File: src/rtl/effect_chain_if.sv
// effect_chain_if: controller read handshake plus processed-sample outputs.
// master = environment/controller side, slave = effect_chain side.
interface effect_chain_if #(
  parameter int d_width = 16
);
  logic               i_data_ready;
  logic [d_width-1:0] i_data;
  logic               o_read_enable;
  logic               i_read_done;
  logic [d_width-1:0] o_data;
  logic               o_data_valid;
  logic               o_timeout;

  modport master (
    output i_data_ready,
    output i_data,
    output i_read_done,
    input  o_read_enable,
    input  o_data,
    input  o_data_valid,
    input  o_timeout
  );

  modport slave (
    input  i_data_ready,
    input  i_data,
    input  i_read_done,
    output o_read_enable,
    output o_data,
    output o_data_valid,
    output o_timeout
  );
endinterface

File: src/rtl/effect_chain.sv
// effect_chain: fetch one sample per handshake, apply bypass/clip/crush/gain.
// Optional EFFECT_SOFTCLIP_EN turns clip mode into a soft knee.
module effect_chain #(
  parameter int d_width    = 16,
  parameter int CRUSH_BITS = 4,
  parameter int GAIN_SHIFT = 2,
  parameter int TIMEOUT    = 255
) (
  input  logic               clk,
  input  logic               reset,
  input  logic [1:0]         sw,
  input  logic [d_width-1:0] i_threshold,
  effect_chain_if.slave      bus
);

  localparam int CW = $clog2(TIMEOUT + 1);
  localparam int GW = d_width + GAIN_SHIFT;

  localparam logic [CW-1:0] TO_MAX  = CW'(TIMEOUT);
  localparam logic [CW-1:0] TO_LAST = CW'(TIMEOUT - 1);

  localparam logic [d_width-1:0] S_MAX =
    {1'b0, {(d_width-1){1'b1}}};
  localparam logic [d_width-1:0] S_MIN =
    {1'b1, {(d_width-1){1'b0}}};
  localparam logic [d_width-1:0] CRUSH_MASK =
    ~((d_width'(1) << CRUSH_BITS) - d_width'(1));

  localparam logic signed [GW-1:0] G_MAX =
    {{(GAIN_SHIFT+1){1'b0}}, {(d_width-1){1'b1}}};
  localparam logic signed [GW-1:0] G_MIN =
    {{(GAIN_SHIFT+1){1'b1}}, {(d_width-1){1'b0}}};

  typedef enum logic [2:0] {
    S_IDLE,
    S_REQ,
    S_WAIT,
    S_PROC,
    S_OUT
  } state_t;

  state_t r_state;
  state_t w_next;

  logic [CW-1:0]             r_cnt;
  logic signed [d_width-1:0] r_x;
  logic [1:0]                r_sw;
  logic [d_width-1:0]        r_thr;
  logic [d_width-1:0]        r_data;
  logic                      r_rd_en;
  logic                      r_valid;
  logic                      r_timeout;

  logic                      w_rd_en;
  logic                      w_valid;
  logic                      w_timeout;
  logic                      w_capture;

  logic [d_width-1:0]        w_t;
  logic [d_width-1:0]        w_mag;
  logic [d_width-1:0]        w_clip;
  logic [d_width-1:0]        w_crush;
  logic signed [GW-1:0]      w_gx;
  logic [d_width-1:0]        w_gain;
  logic [d_width-1:0]        w_result;
`ifdef EFFECT_SOFTCLIP_EN
  logic [d_width-1:0]        w_knee;
`endif

  assign bus.o_read_enable = r_rd_en;
  assign bus.o_data_valid  = r_valid;
  assign bus.o_timeout     = r_timeout;
  assign bus.o_data        = r_data;

  // State register.
  always_ff @(posedge clk) begin
    if (reset) r_state <= S_IDLE;
    else       r_state <= w_next;
  end

  // Next-state logic; a WAIT at the limit count always abandons.
  always_comb begin
    w_next = r_state;
    unique case (r_state)
      S_IDLE: if (bus.i_data_ready) w_next = S_REQ;
      S_REQ:  w_next = S_WAIT;
      S_WAIT: begin
        if (r_cnt == TO_MAX)       w_next = S_IDLE;
        else if (bus.i_read_done)  w_next = S_PROC;
      end
      S_PROC: w_next = S_OUT;
      S_OUT:  w_next = S_IDLE;
      default: w_next = S_IDLE;
    endcase
  end

  // Output decode, one cycle ahead of the registered strobes.
  always_comb begin
    w_rd_en   = (w_next == S_REQ);
    w_valid   = (w_next == S_OUT);
    w_capture = (r_state == S_WAIT) && (w_next == S_PROC);
    w_timeout = (r_state == S_WAIT) && !bus.i_read_done
             && (r_cnt == TO_LAST);
  end

  // Registered strobes so no input reaches an output combinationally.
  always_ff @(posedge clk) begin
    if (reset) begin
      r_rd_en   <= 1'b0;
      r_valid   <= 1'b0;
      r_timeout <= 1'b0;
    end else begin
      r_rd_en   <= w_rd_en;
      r_valid   <= w_valid;
      r_timeout <= w_timeout;
    end
  end

  // Wait counter: cleared in REQ, counts idle WAIT cycles up to the limit.
  always_ff @(posedge clk) begin
    if (reset) begin
      r_cnt <= '0;
    end else if (r_state == S_REQ) begin
      r_cnt <= '0;
    end else if (r_state == S_WAIT && !bus.i_read_done
                 && r_cnt != TO_MAX) begin
      r_cnt <= r_cnt + CW'(1);
    end
  end

  // Capture sample, mode and threshold together so later changes don't leak in.
  always_ff @(posedge clk) begin
    if (reset) begin
      r_x   <= '0;
      r_sw  <= '0;
      r_thr <= '0;
    end else if (w_capture) begin
      r_x   <= $signed(bus.i_data);
      r_sw  <= sw;
      r_thr <= i_threshold;
    end
  end

  // Effect datapath on the captured values.
  always_comb begin
    w_t   = (r_thr > S_MAX) ? S_MAX : r_thr;
    w_mag = r_x[d_width-1] ? (~r_x) + d_width'(1) : r_x;
    w_clip = r_x;
`ifdef EFFECT_SOFTCLIP_EN
    w_knee = w_t + ((w_mag - w_t) >> 2);
    if (w_knee > S_MAX) w_knee = S_MAX;
    if (w_mag > w_t)
      w_clip = r_x[d_width-1] ? (~w_knee) + d_width'(1) : w_knee;
`else
    if (w_mag > w_t)
      w_clip = r_x[d_width-1] ? (~w_t) + d_width'(1) : w_t;
`endif
    w_crush = r_x & CRUSH_MASK;
    w_gx    = {{GAIN_SHIFT{r_x[d_width-1]}}, r_x} <<< GAIN_SHIFT;
    if (w_gx > G_MAX)      w_gain = S_MAX;
    else if (w_gx < G_MIN) w_gain = S_MIN;
    else                   w_gain = w_gx[d_width-1:0];
    unique case (r_sw)
      2'b00:   w_result = r_x;
      2'b01:   w_result = w_clip;
      2'b10:   w_result = w_crush;
      default: w_result = w_gain;
    endcase
  end

  // Result register, loaded at the end of PROC and held until the next one.
  always_ff @(posedge clk) begin
    if (reset)                  r_data <= '0;
    else if (r_state == S_PROC) r_data <= w_result;
  end

endmodule
File: src/flat_wrapper.sv
// flat-port wrapper written by rule: the top's interface ports become plain ports
module effect_chain_flat 
#(
  parameter int d_width    = 16,
  parameter int CRUSH_BITS = 4,
  parameter int GAIN_SHIFT = 2,
  parameter int TIMEOUT    = 255
)
  (clk, reset, sw, i_threshold, bus_i_data_ready, bus_i_data, bus_i_read_done, bus_o_read_enable, bus_o_data, bus_o_data_valid, bus_o_timeout);
  effect_chain_if #(.d_width(d_width)) bus_i ();
  input  logic clk;
  input  logic reset;
  input  logic [1:0] sw;
  input  logic [d_width-1:0] i_threshold;
  input wire logic [$bits(bus_i.i_data_ready)-1:0] bus_i_data_ready;
  input wire logic [$bits(bus_i.i_data)-1:0] bus_i_data;
  input wire logic [$bits(bus_i.i_read_done)-1:0] bus_i_read_done;
  output wire logic [$bits(bus_i.o_read_enable)-1:0] bus_o_read_enable;
  output wire logic [$bits(bus_i.o_data)-1:0] bus_o_data;
  output wire logic [$bits(bus_i.o_data_valid)-1:0] bus_o_data_valid;
  output wire logic [$bits(bus_i.o_timeout)-1:0] bus_o_timeout;
  assign bus_i.i_data_ready = bus_i_data_ready;
  assign bus_i.i_data = bus_i_data;
  assign bus_i.i_read_done = bus_i_read_done;
  assign bus_o_read_enable = bus_i.o_read_enable;
  assign bus_o_data = bus_i.o_data;
  assign bus_o_data_valid = bus_i.o_data_valid;
  assign bus_o_timeout = bus_i.o_timeout;
  effect_chain #(.d_width(d_width), .CRUSH_BITS(CRUSH_BITS), .GAIN_SHIFT(GAIN_SHIFT), .TIMEOUT(TIMEOUT)) u_core (.clk(clk), .reset(reset), .sw(sw), .i_threshold(i_threshold), .bus(bus_i));
endmodule
File: config.mk
export PLATFORM = sky130hd
export DESIGN_NAME = effect_chain_flat
export DESIGN_NICKNAME = d
export VERILOG_FILES = /design/src/rtl/effect_chain_if.sv /design/src/rtl/effect_chain.sv /design/src/flat_wrapper.sv
export SDC_FILE = /design/constraint.sdc
export NUM_CORES = 1
export LEC_CHECK = 0
export CORE_UTILIZATION = 25
export DETAILED_ROUTE_END_ITERATION = 12
export GPL_ROUTABILITY_DRIVEN = 1
export SYNTH_ARGS = -nofsm -noshare
export SYNTH_HDL_FRONTEND = slang
export SYNTH_SLANG_ARGS = --single-unit
File: constraint.sdc
create_clock -name clk -period 4.7 [get_ports clk]
set_input_delay 0.94 -clock clk [delete_from_list [all_inputs] [get_ports clk]]
set_output_delay 0.94 -clock clk [all_outputs]
set_load 0.05 [all_outputs]
# Yosys cells after proc, flatten, opt, wreduce, memory -nomap -nowiden
# Index checks and enable logic that the tools add are counted.
op_classes:
  addsub: 3
  n_lt_le_gt_ge: 4
  bitwise_logic: 2
  mux: 11
  reduce_logical: 8
  eq_ne: 11
op_table:
  columns: ["operator", "n"]
  rows:
  - ["16-bit 2-to-1 mux", 6]
  - ["16-bit one-hot mux with 3 select lines", 1]
  - ["16-bit inverter", 2]
  - ["18-bit by 16-bit greater-than comparator with 1-bit output, second input constant", 1]
  - ["18-bit by 16-bit < comparator with 1-bit output, second input constant", 1]
  - ["16-bit by 1-bit adder with 16-bit output, second input constant", 1]
  - ["16-bit by 2-bit adder with 16-bit output, second input constant", 1]
  - ["8-bit equality test, second input constant", 2]
  - ["16-bit by 15-bit greater-than comparator with 1-bit output, second input constant", 1]
  - ["16-bit greater-than comparator", 1]
  - ["3-bit one-hot mux with 4 select lines", 1]
  - ["3-bit by 2-bit equality test with 1-bit output, second input constant", 3]
  - ["3-bit 2-to-1 mux", 3]
  - ["8-bit by 1-bit adder with 8-bit output, second input constant", 1]
  - ["8-bit != test, second input constant", 1]
  - ["3-bit by 1-bit equality test with 1-bit output, second input constant", 2]
  - ["1-bit logical AND", 4]
  - ["3-bit equality test, second input constant", 1]
  - ["3-bit zero test", 1]
  - ["2-bit by 1-bit equality test with 1-bit output, second input constant", 1]
  - ["2-bit equality test, second input constant", 1]
  - ["2-bit zero test", 1]
  - ["2-bit OR reduction", 1]
  - ["1-bit zero test", 1]
word_totals:
  in_bits: 38
  wordCells: 48
  register_bits: 64
  output_inout_bits: 19

# Logic depth before layout (Yosys ltp)
# Gate-level depths: netlist of run 1.
depth:
  depth_word: 7
  mapped_depth: 15
  depth_no_buf: 13

# Worst setup path after synthesis of run 1
# OpenSTA, ideal clock, no wires.
synth_path:
  path_type: "register -> register"
  from: "register u_core.r_x[3]"
  to: "register u_core.r_data[10] (netlist: u_core.bus.o_data[10])"
  stages_incl_launch_ff: 15
  setup_time_ps: 135
  synth_period_minus_slack_ps: 3600
  t_arrival_ps: 3465
  slack_ps: 1100
  path_buffers: 2
  required_ps: 4565
  cell_sequence: "dfxtp_1 clkbuf_1 or4_1 nand2b_1 o41ai_1 o21ai_1 xnor2_1 ha_1 nand4_1 nand4bb_1 o31ai_2 nor2_2 clkbuf_1 o211ai_1 a311oi_1"
synth_between:
  elab_chain_len: 6
  word_cells_on_any_way: 10
  classes_between: "add/sub (1); order compare (3); mux (5); bitwise (1)"
synth_rtl:
  columns: ["element", "line", "text"]
  rows:
  - ["start: declaration", "effect_chain.sv:46", "logic signed [d_width-1:0] r_x;"]
  - ["start signal: assignment", "effect_chain.sv:138", "r_x <= $signed(bus.i_data);"]
  - ["16-bit inverter", "effect_chain.sv:147", "w_mag = r_x[d_width-1] ? (~r_x) + d_width'(1) : r_x;"]
  - ["16-bit by 2-bit adder with 16-bit output", "effect_chain.sv:147", null]
  - ["16-bit 2-to-1 mux", "effect_chain.sv:147", null]
  - ["16-bit greater-than comparator", "effect_chain.sv:155", "if (w_mag > w_t)"]
  - ["16-bit 2-to-1 mux", "effect_chain.sv:155", null]
  - ["16-bit one-hot mux with 3 select lines *", "effect_chain.sv:163", "unique case (r_sw)"]
  - ["end signal: assignment", "effect_chain.sv:174", "else if (r_state == S_PROC) r_data <= w_result;"]
  - ["end: declaration", "effect_chain.sv:49", "logic [d_width-1:0] r_data;"]
# Mark *: on every way between the ends. The rest lies on a longest branch, timed or not.
# A chain may end at the register's enable or synchronous reset.

# Worst setup path in the final report of run 1
layout_path:
  from: "register u_core.r_x[3]"
  to: "register u_core.r_data[6] (netlist: u_core.bus.o_data[6])"
# Same word-level chain as after synthesis.

==> results of run 1 <==
-- worst min-delay path by stage --
stage,from,to,slack [ns],depth (start not counted)
after floorplan,u_core.r_thr[14]$_SDFFE_PP0P_,u_core.r_thr[14]$_SDFFE_PP0P_,0.44,2
after detailed placement,u_core.r_thr[14]$_SDFFE_PP0P_,u_core.r_thr[14]$_SDFFE_PP0P_,0.45,2
after global placement,u_core.r_thr[14]$_SDFFE_PP0P_,u_core.r_thr[14]$_SDFFE_PP0P_,0.45,2
after CTS,u_core.r_thr[14]$_SDFFE_PP0P_,u_core.r_thr[14]$_SDFFE_PP0P_,0.46,2
final,u_core.r_thr[14]$_SDFFE_PP0P_,u_core.r_thr[14]$_SDFFE_PP0P_,0.46,2
after global routing,u_core.r_thr[14]$_SDFFE_PP0P_,u_core.r_thr[14]$_SDFFE_PP0P_,0.48,2
-- final cells by class --
| type | count | area [um^2] |
|---|---|---|
| Fill cell | 1702 | 10800 |
| Multi-Input combinational cell | 413 | 2530 |
| Sequential cell | 64 | 1280 |
| Timing Repair Buffer | 64 | 616 |
| Tap cell | 216 | 270 |
| Clock buffer | 11 | 243 |
| Inverter | 19 | 71.3 |
| Clock inverter | 5 | 32.5 |
-- flip-flops by register name, summed over array words and instances (netlist names) --
name                      cells
u_core.bus.o_data            16
u_core.bus.o_data_valid       1
u_core.bus.o_read_enable      1
u_core.bus.o_timeout          1
u_core.r_cnt                  8
u_core.r_state                3
u_core.r_sw                   2
u_core.r_thr                 16
u_core.r_x                   16
-- report_power, final --
group | internal (mW) | switching (mW)
Combinational | 0.120 | 0.198
Clock | 0.369 | 0.251
Sequential | 0.560 | 0.0237
Total | 1.05 | 0.473
-- through the flow --
step | cell area, um^2 | total power [mW] | hold WS, ns | setup WS [ns]
CTS | 5050 | 1.54 | 0.459 | 0.707
global placement | 4770 | 0.908 | 0.446 | 0.844
global route | 5050 | 1.59 | 0.484 | 0.403
finish | 5050 | 1.52 | 0.459 | 0.705
floorplan | 4050 | 0.797 | 0.436 | 1.10
detailed placement | 4770 | 0.910 | 0.451 | 0.747
-- synthesized netlist by cell type, drive strengths merged, types with 6 or more instances --
| library cell | instances | area share, % |
|---|---|---|
| nand4 | 18 | 2.8 |
| ha | 18 | 5.6 |
| o211ai | 16 | 3.0 |
| a21oi | 61 | 7.5 |
| o21ai | 17 | 2.1 |
| nand2b | 6 | 0.93 |
| nand2 | 83 | 7.7 |
| dfxtp | 64 | 32 |
| nand3 | 6 | 0.74 |
| xnor2 | 19 | 4.1 |
| o31ai | 6 | 1.6 |
| clkbuf | 38 | 3.5 |
| a311oi | 11 | 2.5 |
| nor4 | 6 | 0.93 |
| xor2 | 10 | 2.2 |
| nor2 | 53 | 5.0 |
| inv | 18 | 1.7 |
| o221ai | 12 | 2.6 |
-- logic make-up (layout without fill, tap and decap cells) --
group	after synthesis	after routing	share of synthesized area (%)
xor+xnor	30	30	6.83
other cells	1	1	0.0926
flops	64	64	31.6
simple gates	213	213	25.3
fa+ha+maj	18	18	5.56
mux	3	3	0.773
compound gates	148	148	24.0
buf+inv	61	99	5.75
-- per-layer routing --
metal  share of wire (%)  track usage (%)  vias to the layer above
met5                   0                0                        -
met4                 2.8             5.95                        0
met3                 5.5             4.67                       24
met2                  48             24.1                       98
met1                  44             17.7                     1867
li1                    -                -                     1987
-- layout by cell type, fill, tap and decap left out, types with 3 or more instances in the layout --
cell / count
sky130_fd_sc_hd__a31oi_1: 5
sky130_fd_sc_hd__a311oi_1: 10
sky130_fd_sc_hd__nand2b_1: 6
sky130_fd_sc_hd__nor2b_1: 3
sky130_fd_sc_hd__clkdlybuf4s50_1: 55
sky130_fd_sc_hd__or4_1: 3
sky130_fd_sc_hd__dfxtp_1: 64
sky130_fd_sc_hd__nand4_1: 18
sky130_fd_sc_hd__nor4_1: 6
sky130_fd_sc_hd__o211ai_1: 16
sky130_fd_sc_hd__o41ai_1: 3
sky130_fd_sc_hd__buf_4: 8
sky130_fd_sc_hd__o21bai_1: 4
sky130_fd_sc_hd__o21ai_0: 16
sky130_fd_sc_hd__nand3b_1: 5
sky130_fd_sc_hd__inv_1: 18
sky130_fd_sc_hd__xor2_1: 10
sky130_fd_sc_hd__a21o_1: 4
sky130_fd_sc_hd__nor3_1: 4
sky130_fd_sc_hd__clkbuf_16: 9
sky130_fd_sc_hd__and2_1: 4
sky130_fd_sc_hd__a21oi_1: 61
sky130_fd_sc_hd__nand2_1: 83
sky130_fd_sc_hd__nor2_1: 52
sky130_fd_sc_hd__o221ai_1: 12
sky130_fd_sc_hd__and3_1: 4
sky130_fd_sc_hd__ha_1: 18
sky130_fd_sc_hd__xnor2_1: 19
sky130_fd_sc_hd__clkinvlp_4: 3
sky130_fd_sc_hd__nand3_1: 6
sky130_fd_sc_hd__o31ai_1: 4
sky130_fd_sc_hd__or3_1: 5
-- worst reg2reg max path, delay by kind of cell (launching register included) --
| kind | cells | cell delay [ns] |
|---|---|---|
| simple gates | 6 | 1.72 |
| compound gates | 4 | 1.09 |
| flops | 1 | 0.38 |
| fa+ha+maj | 1 | 0.29 |
| buf+inv | 1 | 0.25 |
| xor+xnor | 1 | 0.16 |
==> run summary, run 1 <==
The cell count after placement came out at 776. The worst setup slack for register-to-register paths came out at 0.71 ns. The floorplan step defined a die boundary enclosing 16700 um^2. Static timing analysis puts the maximum clock frequency at 250 MHz. The flow ran to the end, and the final reports show no timing, DRC or antenna violations.

The vias after detailed routing came out at 3976. The via-per-instance ratio came out at 5.02. The worst setup path is launched from a flop. The final-report max-slew violation count came out at 0.

In this run the worst setup path begins at u_core.r_x[3]$_SDFFE_PP0P_. The number of antenna violations at the first check in global routing is 0. Yosys printed 0 warnings. From bottom edge to top edge, the die measures 129 um. The placed wire-length estimate came out at 8.62 mm. The critical path's largest stage delay came out at 0.59 ns.

The number of buffers added for setup after CTS came out at 0. The sum of negative setup slack is 0 ns. The worst setup skew after layout is 0.00700 ns. The number of hold-repair buffers added at the cts stage came out at 0.

The number of gates resized after CTS was 0. The synthesized design contains 0 enable-type register cells. The row count is 46. Buffers placed on the I/O ports in this run total 56. The insertion delay of the later-clocked pin in the worst-skew pair is 0.33 ns.

The required time reported for the critical path endpoint is 4.94 ns. The relative area change from synthesis to final layout is 24.7%. The number of placed I/O pins came out at 57. Summed over all cells, the static leakage comes to 1.66 nW. In this run the clock root is driven by a sky130_fd_sc_hd__clkbuf_16. The setup path with the least slack is of type reg -> reg. Dividing total power by cell area gives a power density of 301 nW/um^2. The total global routing track utilization is 14.7%. The final antenna diode count is 0. The effective utilization at floorplan came out at 25.6%. In this run the mean area of a mapped cell was 7.53 um^2. The number of detailed-route iterations in the first pass came out at 5. The worst register-to-register path begins at u_core.r_x[3]$_SDFFE_PP0P_. TritonCTS built the clock tree. The endpoint of the most critical register-to-register path is u_core.bus.o_data[6]$_SDFFE_PP0P_. The path class of the tightest hold or removal check is reg -> reg. Of the available clock period, the critical path in the final layout requires 85.0%. The critical path runs through a total of 13 cells. The post-synth net total is 594. The global-route congestion overflow total came out at 0. Dividing the detail-routed wire length by the instance count gives 15.1 um.

Walking the worst path, the cells encountered are or4_1 > nand2b_1 > o41ai_1 > o21ai_1 > xnor2_1 > ha_1 > nand4_1 > nor2_1 > and3_1 > and2_0 > buf_4 > o211ai_1 > a311oi_1. The routed wire length came out at 12.0 mm. Following the worst setup path forward leads to its endpoint at u_core.bus.o_data[6]$_SDFFE_PP0P_. The post-synthesis cell count is 538.

The standard cell core area came out at 15800 um^2. Counting cells, the worst reg-to-reg path comes to 13. Among cell families on the critical path, the largest total delay comes from simple AND/OR/NAND/NOR gates. The largest net degree at the start of global routing came out at 37.

The first global-routing pass estimated 18.9 mm of wire. The post-synthesis async set-or-reset flop share is 0%. At the pin with the least slew margin, the transition time is 1.09 ns.

The clock sink count came out at 64. The clock slew at the register clock pins of the worst setup and hold paths came out at 0.06 ns. The number of levels the H-tree was split into is 3.

The worst-case IR drop observed on VDD is 273 uV. The number of violations reported at the end of detailed-routing iteration 0 came out at 281. Measured on the finished design, the core utilization comes to 31.9%. The critical path's slowest cell is sky130_fd_sc_hd__or4_1.

The reported max-cap violation count is 0. Setup violations remaining at the end of the flow were counted as 0. The fraction of final layout cells with drive strength greater than 1 came out at 6.42%. The number of synthesized register bits is 64. The maximum clock insertion buffer count came out at 2. The headroom to the max-slew limit came out at 26.7%.

The number of buffers and inverters on the critical path came out at 1. The mapped netlist covers 4050 um^2. Setup repair after global routing left no endpoint under its margin. For this run, the number of standard cells in the final layout without fillers is 792.

The die span in x came out at 129 um. The number of buffers created by CTS is 9. STA classifies the critical path endpoint as a flop. Of all nets on the critical path, the largest fanout is 9. The most instantiated flip-flop cell in the synthesis netlist is sky130_fd_sc_hd__dfxtp_1. The count of final hold-check violations is 0. The final critical delay including setup and external delays came out at 3.99 ns.

In this run, distinct cell masters in the synthesized netlist total 59. The number of global-route vias before repair was 3635. The worst endpoint data arrival time came out at 4.24 ns.

The final net count is 627. The routability congestion estimate from global placement is 0.825. The residual antenna-violating net count after detailed routing is 0. The share of the yosys chip area belonging to registers came out at 31.6%. In the routed design, unresolved DRC markers number 0.
Power figures use the tool's default switching activity.
==> run 2, diff against run 1 <==
==> constraint.sdc (replaced) <==
create_clock -name clk -period 3.9 [get_ports clk]
set_input_delay 0.78 -clock clk [delete_from_list [all_inputs] [get_ports clk]]
set_output_delay 0.78 -clock clk [all_outputs]
set_load 0.05 [all_outputs]
==> run summary, run 2 (synthesis results as in run 1) <==
The routability congestion estimate from global placement came out at 0.836. In this run the count of I/O pins placed on the die edge is 57. For this run, design rule violations remaining after detail routing come to 0.

The number of buffers and inverters on the critical path came out at 2. The clock tree from TritonCTS is yes. The vias after detailed routing is 4015. The full die area is 16700 um^2. Across all hold checks on the routed design, the worst slack comes to 0.454 ns. The reported max-cap violation count is 0.

The standard cell core area is 15800 um^2. The worst endpoint data arrival time is 3.89 ns. The top achievable clock speed came out at 275 MHz. The smallest clock period supported by the final layout is computed as 3.64 ns. The count of final hold-check violations came out at 0. The number of levels the H-tree was split into is 3. The count of nets left with antenna violations once routing finished came out at 0. The placed instances occupy a cell area of 4860 um^2.

The sum of negative setup slack came out at 0 ns. The critical path's largest stage delay came out at 0.59 ns. The final routed wire length divided by cell count came out at 14.6 um.

On the critical path, the stage with the largest delay is an instance of sky130_fd_sc_hd__or4_1. The clock drives 64 sinks. At the worst endpoint, the required time is 4.15 ns. The number of buffers added for setup after CTS came out at 0. Summed over all cells, the static leakage comes to 1.76 nW. Setup violations remaining at the end of the flow were counted as 0. The clock slew at the register clock pins of the worst setup and hold paths is 0.05 ns. The die span in x came out at 129 um.

The routed wire length is 11.8 mm. The worst setup path is launched from a flop. The final core utilization came out at 32.9%. Entering global routing, the biggest net connects 50 pins. The number of antenna violations at the first check in global routing is 0. Clock latency on the worst-skew pair, taken at its later pin, is 0.34 ns. Counting along the longest clock path gives a buffer depth of 2.

The peak supply drop came out at 330 uV. The library cell used most frequently in the layout, excluding fill and tap cells, is sky130_fd_sc_hd__nand2_1. The number of detailed-route iterations in the first pass is 5. The power per cell area came out at 378 nW/um^2.

The path category of the worst min-delay check is reg -> reg. The initial utilization of the core area, before any placement, comes to 25.6%. The clock root buffer is sky130_fd_sc_hd__clkbuf_16. The global-route congestion overflow total came out at 0.

The kind of end point of the critical path is a flop. The number of violations reported at the end of detailed-routing iteration 0 came out at 267. The final antenna diode count came out at 0. The number of port buffers came out at 56. The row count is 46.

The critical path is of the reg -> reg type. The number of buffers created by CTS is 9. The global-route wire length before repair is 19.6 mm. Traced cell by cell, the critical path runs through or4_1 > nand2b_1 > o41ai_1 > buf_4 > o21ai_1 > xnor2_1 > ha_1 > nand4_1 > nand4bb_1 > nor4_2 > buf_4 > a21oi_1 > a311oi_1. The cell repeated most along the worst path is sky130_fd_sc_hd__buf_4. The maximum fanout along the worst path came out at 11. In the layout the commonest cells are sky130_fd_sc_hd__nand2_1, sky130_fd_sc_hd__dfxtp_1, sky130_fd_sc_hd__a21oi_1. The transition time at the pin with the least slew margin came out at 0.813 ns. The relative area change from synthesis to final layout is 28.7%. The number of global-route vias before repair came out at 3930. The post-route cell area is 5210 um^2. The run finished with clean final reports.

The worst setup skew after layout is 0.00304 ns. The via-per-instance ratio is 4.99. The critical path's top delay family is simple AND/OR/NAND/NOR gates. Headroom to the max-slew limit came out at 45.7%.

The part of the cycle the worst path needs came out at 93.3%. The total global routing track utilization is 15.1%. In this run the vertical extent of the chip is 129 um. The placed wire-length estimate is 8.52 mm. The net count of the finished layout is 639.

The final-report max-slew violation count came to 0. The post-route netlist has 8.84% of its cells at a drive strength greater than 1. In this run the register-to-register setup slack is 0.26 ns.
==> run 2: cell types whose count changed in the layout (fill, tap and decap cells not counted), sizes merged <==
cell      change
clkinvlp      -2
buf          +12
bufinv        +2
clkbuf        -1
clkinv        +1
==> run 2: routing by layer <==
metal | part of all wire, % | up-vias | routed length [um] | global-route usage [%]
met3 | 5.9 | 21 | 695 | 3.96
met1 | 44 | 1864 | 5130 | 18.4
li1 | - | 2020 | - | -
met2 | 48 | 110 | 5640 | 25.2
met5 | 0 | - | 0 | 0
met4 | 2.5 | 0 | 293 | 6.51
==> run 2: path summary, 6_finish.rpt <==
check	endpoint	from	depth (start not counted)
min reg2reg	u_core.r_thr[14]$_SDFFE_PP0P_	u_core.r_thr[14]$_SDFFE_PP0P_	2
min	u_core.r_thr[14]$_SDFFE_PP0P_	u_core.r_thr[14]$_SDFFE_PP0P_	2
max	u_core.bus.o_data[11]$_SDFFE_PP0P_	u_core.r_x[3]$_SDFFE_PP0P_	13
max reg2reg	u_core.bus.o_data[11]$_SDFFE_PP0P_	u_core.r_x[3]$_SDFFE_PP0P_	13
==> run 2: worst min-delay path: cells and delay by family, from the launching register on <==
family / cells / cell delay, ns
compound gates: 1 / 0.05
flops: 1 / 0.30
simple gates: 1 / 0.05
==> run 2: metrics by stage <==
step | std cells | worst slack (ns) | total power, mW
6_report | 804 | 0.263 | 1.97
3_5_place_dp | 788 | 0.106 | 1.11
3_3_place_gp | 788 | 0.136 | 1.11
5_1_grt | 804 | -0.00643 | 2.07
2_1_floorplan | 538 | 0.300 | 0.961
4_1_cts | 804 | 0.0854 | 1.99
==> run 2: cell type report <==
cell class	count	area (um^2)
clock buffer	10	239
multi-input combinational	413	2560
sequential	64	1280
tap	216	270
fill	1699	10600
inverter	19	71.3
clock inverter	6	82.6
timing repair buffer	76	706
==> run 2: what timing repair did <==
action,in CTS,in global routing
hold buffers,0,0
gates resized for setup,0,4
setup endpoints to repair,0,15
==> run 2: where the power goes <==
| group | internal [mW] | leakage [nW] | total (mW) | switching (mW) |
|---|---|---|---|---|
| clock | 0.572 | 0.158 | 0.864 | 0.291 |
| sequential | 0.675 | 0.518 | 0.700 | 0.0251 |
| combinational | 0.160 | 1.08 | 0.406 | 0.245 |
==> RTL change 1: new RTL, settings of run 1 <==
`d_width` is set to 16 in 3 places; all go to 32.
--- a/src/rtl/effect_chain_if.sv
+++ b/src/rtl/effect_chain_if.sv
@@ -1,7 +1,7 @@
 // effect_chain_if: controller read handshake plus processed-sample outputs.
 // master = environment/controller side, slave = effect_chain side.
 interface effect_chain_if #(
-  parameter int d_width = 16
+  parameter int d_width = 32
 );
   logic               i_data_ready;
   logic [d_width-1:0] i_data;
--- a/src/rtl/effect_chain.sv
+++ b/src/rtl/effect_chain.sv
@@ -1,7 +1,7 @@
 // effect_chain: fetch one sample per handshake, apply bypass/clip/crush/gain.
 // Optional EFFECT_SOFTCLIP_EN turns clip mode into a soft knee.
 module effect_chain #(
-  parameter int d_width    = 16,
+  parameter int d_width    = 32,
   parameter int CRUSH_BITS = 4,
   parameter int GAIN_SHIFT = 2,
   parameter int TIMEOUT    = 255
--- a/src/flat_wrapper.sv
+++ b/src/flat_wrapper.sv
@@ -1,7 +1,7 @@
 // flat-port wrapper written by rule: the top's interface ports become plain ports
 module effect_chain_flat 
 #(
-  parameter int d_width    = 16,
+  parameter int d_width    = 32,
   parameter int CRUSH_BITS = 4,
   parameter int GAIN_SHIFT = 2,
   parameter int TIMEOUT    = 255
Interface: changed (resized bus_i_data, bus_o_data and i_threshold); port bits go from 57 to 105. No check against the original RTL was run, so the function may have changed too.
==> RTL change 1 against run 1 <==
  * Utilization about the same
  * Clock skew up 0.0070 ns
  * Wire length up 96%
  * Area after synthesis up 77%
  * Final area up 77%
  * Sequential power up 75%
  * Count of clock-buffer cells in the layout down 1
  * Fmax down 9.0%
  * Sequential cell count up 48
  * Worst setup slack worse by 0.39 ns
  * Total power up 68%
  * Largest power group is now registers
==> RTL change 1: results (changes against run 1) <==
Status
• **outcome** completed

Clock network
• **clock latency on the worst-skew pair** 0.36 ns, +0.03 ns

Detailed routing
• **wire length on met1** 11.7 mm, +120%
• **violation count after the first detailed-route iteration** 605, +120%
• **routed length on met3** 2.06 mm, +210%
• **routed length on met2** 9.48 mm, +65%
• **Final Routed Wirelength** 23.5 mm, +96%

Pwr
• **peak ir drop on the vdd network** 0.175 mV, -36%
• **Sw Share** 32.5%, +1.5 points
• **sequential share of power** 39.7%, +1.4 points
• **switching power total** 0.834 mW, +76%
• **combinational share of power** 28.4%, +7.5 points

Synthesis
• **top cells by instance count after synthesis** 179 x nand2_1, 127 x a21oi_1, 112 x dfxtp_1
• **library cells used by synthesis** 58, -1.7%
• **Post-Synthesis Cells** 997, +85%
• **Post-Syn Nets** 1102, +86%
• **ranking of synthesized cells by area** dfxtp_1 31%, nand2_1 9.4%, a21oi_1 8.9%, ha_1 6.1%, xnor2_1 4.9%

Global route
• **GR Layer Usage met3** 4.28%, -0.39 points
• **GR met1 Demand/Resource** 24.0%, +6.3 points
• **GR Layer Usage met2** 22.7%, -1.4 points

Timing
• **slew of the pin with the lowest slew margin** 1.19 ns, +0.0949 ns

Placement
• **Port-buffer cells** 104, +86%
• **DP HPWL** 17.2 mm, +99%
• **worst slack, placed** 0.157 ns, -0.590 ns
• **placed cell areas** 0.00859 mm², +80%

Setup path
• **crit path to** u_core.bus.o_data[30]
• **R2R setup slack** 0.31 ns, -0.39 ns
• **highest-delay cell along the critical path** or4_4

Layout
• **fraction of final layout cells with drive strength greater than 1** 6.81%, +0.39 points

## RTL change 1: cell count changes after synthesis, moves of 12 or more
cell      before  now
xnor2_1       19   40
a21oi_1       61  127
nand3_1        6   50
ha_1          18   35
nor3_1         4   17
o21ai_0       16   57
a31oi_1        5   24
nor2_1        52   90
xor2_1        10   23
o221ai_1      12    0
dfxtp_1       64  112
nand2_1       83  179
clkbuf_1      38   72
## RTL change 1: worst min-delay path by stage
| stage | start | to | slack, ns |
|---|---|---|---|
| detailed placement | u_core.r_thr[20] | u_core.r_thr[20] | 0.45 |
| global route | u_core.r_thr[20] | u_core.r_thr[20] | 0.47 |
| global placement | u_core.r_thr[20] | u_core.r_thr[20] | 0.45 |
| finish | u_core.r_thr[20] | u_core.r_thr[20] | 0.46 |
| CTS | u_core.r_thr[20] | u_core.r_thr[20] | 0.46 |
| floorplan | u_core.r_thr[20] | u_core.r_thr[20] | 0.44 |
## RTL change 1: logic make-up (layout without fill, tap and decap cells)
group | after synthesis | count (layout) | share of synthesized area, %
AOI/OAI and AO/OA | 267 | 267 | 22.4
buffers and inverters | 93 | 153 | 5.00
adders and majority gates | 36 | 36 | 6.24
other | 1 | 1 | 0.0522
DFF | 112 | 112 | 31.2
muxes | 2 | 2 | 0.296
and+or+nand+nor | 423 | 423 | 27.1
xor gates and xnor gates | 63 | 63 | 7.68
## RTL change 1: cell type report
cell class / instances / area (µm²)
clock buffer: 10 / 239
clock inverter: 3 / 68.8
fill: 3001 / 19100
inverter: 8 / 30.0
multi-input combinational: 792 / 4630
sequential: 112 / 2240
tap: 378 / 473
timing repair buffer: 132 / 1260
## RTL change 1: repair_timing
item	CTS	global route
hold endpoints to repair	0	0
setup endpoints to repair	0	29
resized for setup	0	10
==> RTL change 2: new RTL, config.mk and constraints of run 1 <==
Without the edit above. Re-encode `state_t` (5 states) as one-hot, 5 bits wide.
--- a/src/rtl/effect_chain.sv
+++ b/src/rtl/effect_chain.sv
@@ -31,12 +31,12 @@
   localparam logic signed [GW-1:0] G_MIN =
     {{(GAIN_SHIFT+1){1'b1}}, {(d_width-1){1'b0}}};
 
-  typedef enum logic [2:0] {
-    S_IDLE,
-    S_REQ,
-    S_WAIT,
-    S_PROC,
-    S_OUT
+  typedef enum logic [4:0] {
+    S_IDLE = 5'b00001,
+    S_REQ  = 5'b00010,
+    S_WAIT = 5'b00100,
+    S_PROC = 5'b01000,
+    S_OUT  = 5'b10000
   } state_t;
 
   state_t r_state;
Function: no difference found for any inputs over 10 cycles, from zero or initial values and one cycle with reset high; not proved beyond that.
==> RTL change 2 against run 1 <==
  * Critical path depth rose by 3
  * Final area fell by 3.9%
  * Sequential cell count rose by 2
  * Via count fell by 7.5%
  * Sequential share of layout area rose by 1.9 points
  * Area after synthesis fell by 4.7%
  * Worst hold slack improved by 0.0098 ns
  * Clock skew fell by 0.00052 ns
  * Wire length fell by 11%
  * Worst setup slack got worse by 0.17 ns
  * Critical path type unchanged
  * Largest cell class unchanged
Power is not compared: it rests on default switching activity, and its combinational part moved more than twofold at a synthesized area within 25%.
==> RTL change 2: results (changes against run 1) <==
Synthesis
• **Post-Syn Nets** 567, -4.5%
• **multiplexer share of the synthesized area** 2.30%, +1.5 points
• **ranking of synthesized cells by area** dfxtp_1 34%, nand2_1 11%, a21oi_1 6.9%, ha_1 5.8%, nor2_1 4.9%
• **adder-cell area share of the yosys netlist** 5.84%, +0.27 points
• **part of the Yosys area used for sequential elements** 34.2%, +2.6 points
• **top cells by instance count after synthesis** 113 x nand2_1, 66 x dfxtp_1, 53 x a21oi_1
• **library cells used by synthesis** 53, -10%
• **Post-Synthesis Cells** 511, -5.0%
• **xor/xnor share of the synthesized area** 7.23%, +0.40 points
• **share of the synthesized area in compound gates (AO/OA/AOI/OAI)** 19.7%, -4.4 points
• **count of warnings emitted by yosys** 0, unchanged

Setup path
• **arrival time of the worst setup path** 4.36 ns, +0.12 ns
• **biggest fanout along the worst timing path** 11, +2

Detailed routing
• **routed len/inst** 14.4 µm, -5.1%
• **Detailed Routing Iterations Pass 1** 4, -1
• **violation count after the first detailed-route iteration** 292, +3.9%
• **Final Routed Wirelength** 10.7 mm, -11%
• **total number of vias** 3677, -7.5%
• **Post-route DRC** 0, unchanged

Clock network
• **number of gates given a new drive strength after cts** 0, unchanged
• **CTS Root Buffer Type** clkbuf_16
• **clock buffer depth** 2, unchanged

Status
• **outcome** completed

Placement
• **Post-Place Cells** 729, -6.1%
• **weighted congestion reported at the end of routability-driven placement** 0.860, +4.3%
• **placed cell areas** 0.00456 mm², -4.5%
• **DP HPWL** 8.17 mm, -5.2%

Layout
• **fraction of final layout cells with drive strength greater than 1** 7.73%, +1.3 points
• **Fillers** 1595, -6.3%
• **Total Nets Final** 608, -3.0%

Timing
• **max-slew headroom at the worst pin** 34.5%, +7.8 points
• **final clock skew** 0.00647 ns, -0.000521 ns

Global route
• **global-route wire length before repair** 18.1 mm, -4.2%
• **vias in the first global route** 3634, -0.028%
• **GRT Resource Usage Total** 14.6%, -0.060 points
• **largest net degree at the start of global routing** 58, +57%

RTL change 2: cell types whose count changed in the layout (fill, tap and decap cells not counted), sizes merged, moves of 6 or more:
cell | before | now
inv | 18 | 9
mux2 | 1 | 7
o21ai | 17 | 27
nand4 | 18 | 7
o211ai | 16 | 0
a21oi | 61 | 55
nor3 | 4 | 15
a311oi | 11 | 1
nand2 | 83 | 113
o221ai | 12 | 0
RTL change 2: worst max-delay path, stage by stage (launching register included):
cell	delay, ns
dfxtp_1	0.34
inv_1	0.12
ha_1	0.22
nand2_1	0.08
or2_2	0.30
o31a_1	0.33
a21oi_1	0.17
xnor2_1	0.09
ha_1	0.30
and4_1	0.24
nand4_1	0.15
nor3_1	0.20
nand3_1	0.13
a21oi_2	0.54
and2_1	0.41
nor4bb_1	0.33
nor3_1	0.07
RTL change 2: through the flow:
stage                     utilization [%]  setup slack (ns)  hold WS [ns]
after detailed placement             30.1             0.569         0.469
after global routing                 32.0             0.163         0.496
after CTS                            32.0             0.523         0.476
after global placement               30.1             0.686         0.465
after floorplan                         -              1.24         0.444
final                                32.0             0.531         0.469
RTL change 2: cell families after synthesis:
group,count (synthesis)
simple gates,225
compound gates,122
flops,66
buf+inv,40
xor+xnor,31
fa+ha+maj,18
mux,8
other cells,1
RTL change 2: power by group through the flow:
stage	combinational, mW	clock (mW)	sequential (mW)
after floorplan	0.0376	0	0.582
after global placement	0.0774	0	0.580
after detailed placement	0.0788	0	0.580
after CTS	0.0793	0.682	0.568
after global routing	0.0861	0.711	0.568
final	0.0783	0.665	0.569
RTL change 2: routing by layer:
layer | vias to the layer above | GRT usage [%] | part of all wire (%)
met4 | 0 | 8.72 | 3.5
met5 | - | 0 | 0
met3 | 20 | 3.02 | 3.9
met2 | 74 | 23.4 | 46
met1 | 1730 | 18.1 | 46
li1 | 1853 | - | -
RTL change 2: worst paths after layout:
path                   start                    end  slack [ns]  cells after the start
max            u_core.r_x[0]  u_core.bus.o_data[15]        0.53                     16
min          u_core.r_thr[5]        u_core.r_thr[5]        0.47                      2
max reg2reg    u_core.r_x[0]  u_core.bus.o_data[15]        0.53                     16
min reg2reg  u_core.r_thr[5]        u_core.r_thr[5]        0.47                      2
RTL change 2: layout make-up:
type                       instances  share of cell area [%]
sequential                        66                    27.2
inverter                           9                   0.696
clock inverter                     5                    1.13
timing repair buffer              61                    12.2
multi-input combinational        405                    48.9
clock buffer                      10                    4.93
tap                              188                    4.85
